**config.mk**
```make
export PLATFORM = sky130hd
export DESIGN_NAME = seq_calc_alu_flat
export DESIGN_NICKNAME = d
export VERILOG_FILES = /design/src/rtl/seq_calc_alu_pkg.sv /design/src/rtl/seq_calc_alu_if.sv /design/src/rtl/seq_calc_alu_iter_core.sv /design/src/rtl/seq_calc_alu.sv /design/src/flat_wrapper.sv
export SDC_FILE = /design/constraint.sdc
export NUM_CORES = 1
export LEC_CHECK = 0
export CORE_MARGIN = 2
export CORE_UTILIZATION = 54
export DETAILED_ROUTE_END_ITERATION = 8
export PLACE_DENSITY_LB_ADDON = 0.25
export REMOVE_ABC_BUFFERS = 1
export SLEW_MARGIN = 20
export SYNTH_ARGS = -nofsm -noshare
export SYNTH_HDL_FRONTEND = slang
export SYNTH_SLANG_ARGS = --single-unit
```
**constraint.sdc**
```tcl
create_clock -name clk -period 2.2 [get_ports clk]
set_input_delay 0.22 -clock clk [delete_from_list [all_inputs] [get_ports clk]]
set_output_delay 0.22 -clock clk [all_outputs]
set_load 0.05 [all_outputs]
```
**src/rtl/seq_calc_alu_pkg.sv**
```systemverilog
// -----------------------------------------------------------------------------
// calc_alu_pkg
//   Shared opcode constants, FSM state type and iteration-engine mode type for
//   the sequential calculator ALU (seq_calc_alu and alu_iter_core).
//   Opcodes are one-hot; any other nonzero value is illegal.
// -----------------------------------------------------------------------------
package calc_alu_pkg;

    localparam logic [3:0] OP_NOP = 4'b0000;
    localparam logic [3:0] OP_ADD = 4'b0001;
    localparam logic [3:0] OP_MUL = 4'b0010;
    localparam logic [3:0] OP_DIV = 4'b0100;
    localparam logic [3:0] OP_SUB = 4'b1000;

    typedef enum logic [1:0] {
        ST_IDLE   = 2'd0,
        ST_EXEC   = 2'd1,
        ST_FINISH = 2'd2
    } state_t;

    typedef enum logic {
        MODE_MUL = 1'b0,
        MODE_DIV = 1'b1
    } iter_mode_t;

endpackage

```
**src/rtl/seq_calc_alu_if.sv**
```systemverilog
// -----------------------------------------------------------------------------
// seq_calc_alu_if
//   Operand/opcode request and result bundle of the calculator ALU.
//   master : operand register side (drives alu_sel, wr_enable, first_nr,
//            second_nr, operation; receives result_uncoded, alu_done,
//            alu_busy, alu_err)
//   slave  : the ALU itself
// -----------------------------------------------------------------------------
interface seq_calc_alu_if #(
    parameter int W   = 4,
    parameter int OPW = 4
);
    logic             alu_sel;
    logic             wr_enable;
    logic [W-1:0]     first_nr;
    logic [W-1:0]     second_nr;
    logic [OPW-1:0]   operation;
    logic [2*W-1:0]   result_uncoded;
    logic             alu_done;
    logic             alu_busy;
    logic             alu_err;

    modport master (
        output alu_sel, wr_enable, first_nr, second_nr, operation,
        input  result_uncoded, alu_done, alu_busy, alu_err
    );

    modport slave (
        input  alu_sel, wr_enable, first_nr, second_nr, operation,
        output result_uncoded, alu_done, alu_busy, alu_err
    );
endinterface

```
**src/rtl/seq_calc_alu_iter_core.sv**
```systemverilog
// -----------------------------------------------------------------------------
// alu_iter_core
//   W-step iteration engine shared by multiply (shift-add) and divide
//   (restoring shift-subtract). One 2W-bit shift register holds
//   {partial/remainder, multiplier/quotient}.
//   Ports: clk, rst (sync, active-high), start (load operands), mode
//   (MODE_MUL / MODE_DIV), a, b (operands at start), done (all W steps
//   complete), result ({hi, lo} of the shift register).
//   mul result = product; div result = {remainder, quotient}.
// -----------------------------------------------------------------------------
module alu_iter_core
    import calc_alu_pkg::*;
#(
    parameter int W = 4
) (
    input  logic           clk,
    input  logic           rst,
    input  logic           start,
    input  iter_mode_t     mode,
    input  logic [W-1:0]   a,
    input  logic [W-1:0]   b,
    output logic           done,
    output logic [2*W-1:0] result
);
    localparam int CW = $clog2(W + 1);

    logic [2*W-1:0] sr_q, sr_d;
    logic [W-1:0]   opnd_q, opnd_d;
    iter_mode_t     mode_q, mode_d;
    logic [CW-1:0]  cnt_q, cnt_d;

    logic [W-1:0]   addend;
    logic [W:0]     sum;
    logic [W:0]     trial;
    logic           ge;

    always_comb begin
        // Multiply step: add multiplicand into the upper half, shift right with carry.
        addend = sr_q[0] ? opnd_q : '0;
        sum    = {1'b0, sr_q[2*W-1:W]} + {1'b0, addend};
        // Divide step: remainder shifted left with the next dividend bit.
        trial  = sr_q[2*W-1:W-1];
        ge     = (trial >= {1'b0, opnd_q});

        sr_d   = sr_q;
        opnd_d = opnd_q;
        mode_d = mode_q;
        cnt_d  = cnt_q;

        if (start) begin
            sr_d   = {{W{1'b0}}, (mode == MODE_MUL) ? b : a};
            opnd_d = (mode == MODE_MUL) ? a : b;
            mode_d = mode;
            cnt_d  = CW'(W);
        end else if (cnt_q != '0) begin
            cnt_d = cnt_q - 1'b1;
            if (mode_q == MODE_MUL) begin
                sr_d = {sum, sr_q[W-1:1]};
            end else begin
                // Remainder stays below the divisor, so W-bit wrap-around subtraction is exact.
                sr_d = {(ge ? (trial[W-1:0] - opnd_q) : trial[W-1:0]), sr_q[W-2:0], ge};
            end
        end
    end

    always_ff @(posedge clk) begin
        if (rst) begin
            sr_q   <= '0;
            opnd_q <= '0;
            mode_q <= MODE_MUL;
            cnt_q  <= '0;
        end else begin
            sr_q   <= sr_d;
            opnd_q <= opnd_d;
            mode_q <= mode_d;
            cnt_q  <= cnt_d;
        end
    end

    assign done   = (cnt_q == '0);
    assign result = sr_q;

endmodule

```
**src/rtl/seq_calc_alu.sv**
```systemverilog
// -----------------------------------------------------------------------------
// seq_calc_alu
//   Multi-cycle unsigned integer ALU: add, sub, mul, div with start/done/busy
//   handshake and an error flag (divide-by-zero or illegal opcode).
//   Ports: clk, rst (sync, active-high), bus (seq_calc_alu_if.slave):
//     alu_sel/wr_enable start request, first_nr/second_nr operands,
//     operation one-hot opcode, result_uncoded registered 2W-bit result,
//     alu_done one-cycle completion pulse, alu_busy, alu_err.
//   Optional macro ALU_REM_EN: division result carries the remainder in its
//   upper W bits; otherwise the upper bits are zero.
// -----------------------------------------------------------------------------
module seq_calc_alu
    import calc_alu_pkg::*;
#(
    parameter int W   = 4,
    parameter int OPW = 4
) (
    input  logic         clk,
    input  logic         rst,
    seq_calc_alu_if.slave bus
);
    state_t          state_q, state_d;
    logic [W-1:0]    a_q, a_d, b_q, b_d;
    logic [OPW-1:0]  op_q, op_d;
    logic [2*W-1:0]  res_q, res_d;
    logic            done_q, done_d;
    logic            err_q, err_d;

    logic            accept;
    logic            core_start;
    logic            core_done;
    iter_mode_t      core_mode;
    logic [2*W-1:0]  core_res;
    logic            iter_op;

    assign accept     = (state_q == ST_IDLE) && bus.alu_sel && bus.wr_enable;
    assign core_mode  = (bus.operation == OPW'(OP_DIV)) ? MODE_DIV : MODE_MUL;
    // Divide by zero never enters the iteration engine.
    assign core_start = accept && ((bus.operation == OPW'(OP_MUL)) ||
                        ((bus.operation == OPW'(OP_DIV)) && (bus.second_nr != '0)));
    assign iter_op    = (op_q == OPW'(OP_MUL)) || ((op_q == OPW'(OP_DIV)) && (b_q != '0));

    alu_iter_core #(.W(W)) u_iter (
        .clk    (clk),
        .rst    (rst),
        .start  (core_start),
        .mode   (core_mode),
        .a      (bus.first_nr),
        .b      (bus.second_nr),
        .done   (core_done),
        .result (core_res)
    );

    always_comb begin
        state_d = state_q;
        a_d     = a_q;
        b_d     = b_q;
        op_d    = op_q;
        res_d   = res_q;
        err_d   = err_q;
        done_d  = 1'b0;

        case (state_q)
            ST_IDLE: begin
                if (accept) begin
                    a_d     = bus.first_nr;
                    b_d     = bus.second_nr;
                    op_d    = bus.operation;
                    state_d = ST_EXEC;
                end
            end
            ST_EXEC: begin
                if (!iter_op || core_done) begin
                    state_d = ST_FINISH;
                end
            end
            ST_FINISH: begin
                state_d = ST_IDLE;
                done_d  = 1'b1;
                err_d   = 1'b0;
                case (op_q)
                    OPW'(OP_NOP): res_d = '0;
                    OPW'(OP_ADD): res_d = (2*W)'(a_q) + (2*W)'(b_q);
                    OPW'(OP_SUB): res_d = (2*W)'(a_q) - (2*W)'(b_q);
                    OPW'(OP_MUL): res_d = core_res;
                    OPW'(OP_DIV): begin
                        if (b_q == '0) begin
                            err_d = 1'b1;
`ifdef ALU_REM_EN
                            res_d = {a_q, {W{1'b1}}};
`else
                            res_d = {{W{1'b0}}, {W{1'b1}}};
`endif
                        end else begin
`ifdef ALU_REM_EN
                            res_d = core_res;
`else
                            res_d = {{W{1'b0}}, core_res[W-1:0]};
`endif
                        end
                    end
                    default: begin
                        res_d = '0;
                        err_d = 1'b1;
                    end
                endcase
            end
            default: state_d = ST_IDLE;
        endcase
    end

    always_ff @(posedge clk) begin
        if (rst) begin
            state_q <= ST_IDLE;
            a_q     <= '0;
            b_q     <= '0;
            op_q    <= '0;
            res_q   <= '0;
            done_q  <= 1'b0;
            err_q   <= 1'b0;
        end else begin
            state_q <= state_d;
            a_q     <= a_d;
            b_q     <= b_d;
            op_q    <= op_d;
            res_q   <= res_d;
            done_q  <= done_d;
            err_q   <= err_d;
        end
    end

    assign bus.result_uncoded = res_q;
    assign bus.alu_done       = done_q;
    assign bus.alu_busy       = (state_q != ST_IDLE);
    assign bus.alu_err        = err_q;

endmodule

```
**src/flat_wrapper.sv**
```systemverilog
// flat-port wrapper written by rule: the top's interface ports become plain ports
module seq_calc_alu_flat import calc_alu_pkg::*;
#(
    parameter int W   = 4,
    parameter int OPW = 4
)
  (clk, rst, bus_alu_sel, bus_wr_enable, bus_first_nr, bus_second_nr, bus_operation, bus_result_uncoded, bus_alu_done, bus_alu_busy, bus_alu_err);
  seq_calc_alu_if #(.W(W), .OPW(OPW)) bus_i ();
  input  logic clk;
  input  logic rst;
  input wire logic [$bits(bus_i.alu_sel)-1:0] bus_alu_sel;
  input wire logic [$bits(bus_i.wr_enable)-1:0] bus_wr_enable;
  input wire logic [$bits(bus_i.first_nr)-1:0] bus_first_nr;
  input wire logic [$bits(bus_i.second_nr)-1:0] bus_second_nr;
  input wire logic [$bits(bus_i.operation)-1:0] bus_operation;
  output wire logic [$bits(bus_i.result_uncoded)-1:0] bus_result_uncoded;
  output wire logic [$bits(bus_i.alu_done)-1:0] bus_alu_done;
  output wire logic [$bits(bus_i.alu_busy)-1:0] bus_alu_busy;
  output wire logic [$bits(bus_i.alu_err)-1:0] bus_alu_err;
  assign bus_i.alu_sel = bus_alu_sel;
  assign bus_i.wr_enable = bus_wr_enable;
  assign bus_i.first_nr = bus_first_nr;
  assign bus_i.second_nr = bus_second_nr;
  assign bus_i.operation = bus_operation;
  assign bus_result_uncoded = bus_i.result_uncoded;
  assign bus_alu_done = bus_i.alu_done;
  assign bus_alu_busy = bus_i.alu_busy;
  assign bus_alu_err = bus_i.alu_err;
  seq_calc_alu #(.W(W), .OPW(OPW)) u_core (.clk(clk), .rst(rst), .bus(bus_i));
endmodule
```
==> flow_summary.yaml <==
placed_design:
  place_ws_ns: 0.135
  post-dp-hpwl_um: 4680
  io_buffers: 26
  gp_congestion: 0.937
timing:
  timing.hold.ws_ns: 0.456
  hold_viol: 0
  worst_pin_slew_ns: 0.578
  finalSetupViolations: 0
  rsz0062_at_grt: "true"
  setup_slack_ns: 0.141
  slew_headroom_pct: 61.4
  fin_crit_sh_pct: 93.6
  slew_viol_final: 0
  max_freq_ghz: 0.486
  period_needed_ns: 2.06
  fin_skew_ns: 0.00479
pwr:
  leakage_nw: 1.20
  power_density_nw_per_um2: 780
  ir_drop_uv: 485
critical_path:
  path_max_fanout: 4
  end_kind: "register"
  cp.required_ns: 2.44
  start_kind: "register"
  critPathKind: "reg2reg"
  cp_data_arrival_time_ns: 2.30
route:
  drc: 0
  drt-total-wl_um: 6150
  first_iter_violations: 184
  final_antenna_net_count: 0
  wl_per_cell_um: 14.9
  vias_per_cell: 5.65
  dr.pass1.iters: 4
  vias: 2332
clocking:
  hold_buffers: 0
  postCtsSetupBuffers: 0
  numCtsBuffers: 5
  clockBufferDepth: 2
  cts_resized: 0
  cts.clk_slew.worst_paths_ns: 0.08
  clk_latency_ns: 0.30
  cts_max_level: 2
  cts_root_buf: "clkbuf_8"
  cts_sinks: 40
  cts_tree: "yes"
synthesis:
  yosysWarnings: 0
  synthCells: 317
  synth_cell_type_count: 54
  syn-mean-instance-area_um2: 8.43
  synth-edff-count: 0
  synth_area_um2: 2670
  synth-async-reset-ratio_pct: 0
  synth_ff_type: "dfxtp_1"
  seq_area_frac_synth_pct: 30.0
  ys_ff_latch: 40
global_routing:
  grt_pass1_wl_um: 10300
  grt_pass1_vias: 2232
  antenna_found_initial: 0
  grt_max_degree: 19
  overflow: 0
  globalRouteTotalUtil_pct: 24.3
floorplanning:
  io_pins: 27
  row_count: 25
  fp.dieH_um: 74.3
  core_um2: 4750
  start_util_pct: 56.2
  die_x_um: 74.3
  die-area_um2: 5530
final_layout:
  n_antenna_cell: 0
  drive_above_1_share_pct: 11.0
  final_common_cell: "dfxtp_1"
  nets: 383
  final_cell_mix: "dfxtp_1, nand2_1, nor2_1"
  seqCellArea_um2: 803
  multi_input_area_um2: 1730
  nFillCells: 408
  areaGrowthSynthToFinish_pct: 18.7
hold_path:
  worstHoldPathType: "reg2reg"
job:
  max_cap_viol_count: 0
status:
  status: "finished, final reports clean"
-- through the flow --
stage	area (um^2)	util [%]	instances	setup TNS [ns]	power [mW]
after global routing	3170	66.7	413	-0.00207	2.64
after detailed placement	3030	63.7	405	0	1.80
after floorplan	2570	-	298	0	1.56
final	3170	66.7	413	0	2.48
after global placement	3030	63.7	405	0	1.78
after CTS	3160	66.4	413	0	2.47
-- state kept, by name, summed over array words and instances (netlist names) --
| name | count |
|---|---|
| u_core.u_iter.mode_q | 1 |
| u_core.u_iter.cnt_q | 3 |
| u_core.bus.alu_err | 1 |
| u_core.op_q | 4 |
| u_core.a_q | 4 |
| u_core.bus.alu_done | 1 |
| u_core.u_iter.result | 8 |
| u_core.bus.result_uncoded | 8 |
| u_core.b_q | 4 |
| u_core.u_iter.opnd_q | 4 |
| u_core.state_q | 2 |
-- Yosys cell counts, types with 3 or more instances --
master	n	share of area, %
buf_2	5	0.94
nand3b_1	5	1.4
mux2i_1	12	4.5
dfxtp_1	40	30
fa_1	4	3.0
a21o_1	7	2.0
or2_2	3	0.70
xor2_1	4	1.3
nor3_1	3	0.56
ha_1	18	8.4
and2_1	5	1.2
nand2b_1	5	1.2
nor2b_1	8	1.9
nand2_1	35	4.9
nor2_1	29	4.1
xnor2_1	8	2.6
o21ai_0	16	3.0
clkbuf_1	12	1.7
nand3_1	3	0.56
inv_1	18	2.5
a22oi_1	3	0.84
a211oi_1	12	3.4
a21oi_1	22	4.1
a311oi_1	3	0.98
-- final timing paths --
kind / slack, ns / cells after the start / startpoint / endpoint
max reg2reg: 0.14 / 10 / u_core.a_q[0]$_SDFFE_PP0P_ / u_core.bus.result_uncoded[5]$_SDFFE_PP0P_
min: 0.46 / 2 / u_core.bus.result_uncoded[0]$_SDFFE_PP0P_ / u_core.bus.result_uncoded[0]$_SDFFE_PP0P_
max: 0.14 / 10 / u_core.a_q[0]$_SDFFE_PP0P_ / u_core.bus.result_uncoded[5]$_SDFFE_PP0P_
min reg2reg: 0.46 / 2 / u_core.bus.result_uncoded[0]$_SDFFE_PP0P_ / u_core.bus.result_uncoded[0]$_SDFFE_PP0P_
-- worst max-delay path, cell delays in order, from the launching register on --
cell and delay [ns]:
dfxtp_1 0.34, inv_1 0.06, ha_1 0.15, inv_1 0.06, fa_1 0.39, a21o_1 0.23, a2111oi_4 0.35, buf_4 0.18
a21o_1 0.08, a22oi_1 0.06, nor2_1 0.11
-- area by class of cell --
| cell class | instances | area share [%] |
|---|---|---|
| multi-input combinational | 240 | 54.4 |
| tap | 67 | 2.64 |
| inverter | 18 | 2.13 |
| clock inverter | 1 | 0.947 |
| sequential | 40 | 25.3 |
| timing repair buffer | 40 | 11.5 |
| clock buffer | 7 | 3.04 |
-- routing by layer --
| metal | routed length (um) | up-vias | track usage [%] |
|---|---|---|---|
| met5 | 0 | - | 0 |
| met4 | 102 | 0 | 8.93 |
| met3 | 249 | 9 | 4.34 |
| met2 | 2890 | 47 | 40.3 |
| met1 | 2910 | 1099 | 31.9 |
| li1 | - | 1177 | - |
-- power by group --
group          switching [mW]  total [mW]  internal [mW]  leakage, nW
Sequential              0.110       0.926          0.816        0.327
Combinational           0.493       0.880          0.387        0.812
Clock                   0.268       0.669          0.400       0.0645
Total                   0.872        2.48           1.60         1.20
-- logic make-up after synthesis --
kind of cell               count (synthesis)  share of synthesized area (%)
muxes                                     12                           4.50
buffers and inverters                     37                           6.14
AOI/OAI and AO/OA                         87                           22.9
xor gates and xnor gates                  12                           3.93
DFF                                       40                           30.0
adders and majority gates                 22                           11.4
and+or+nand+nor                          107                           21.1
(Power assumes the default switching activity.)
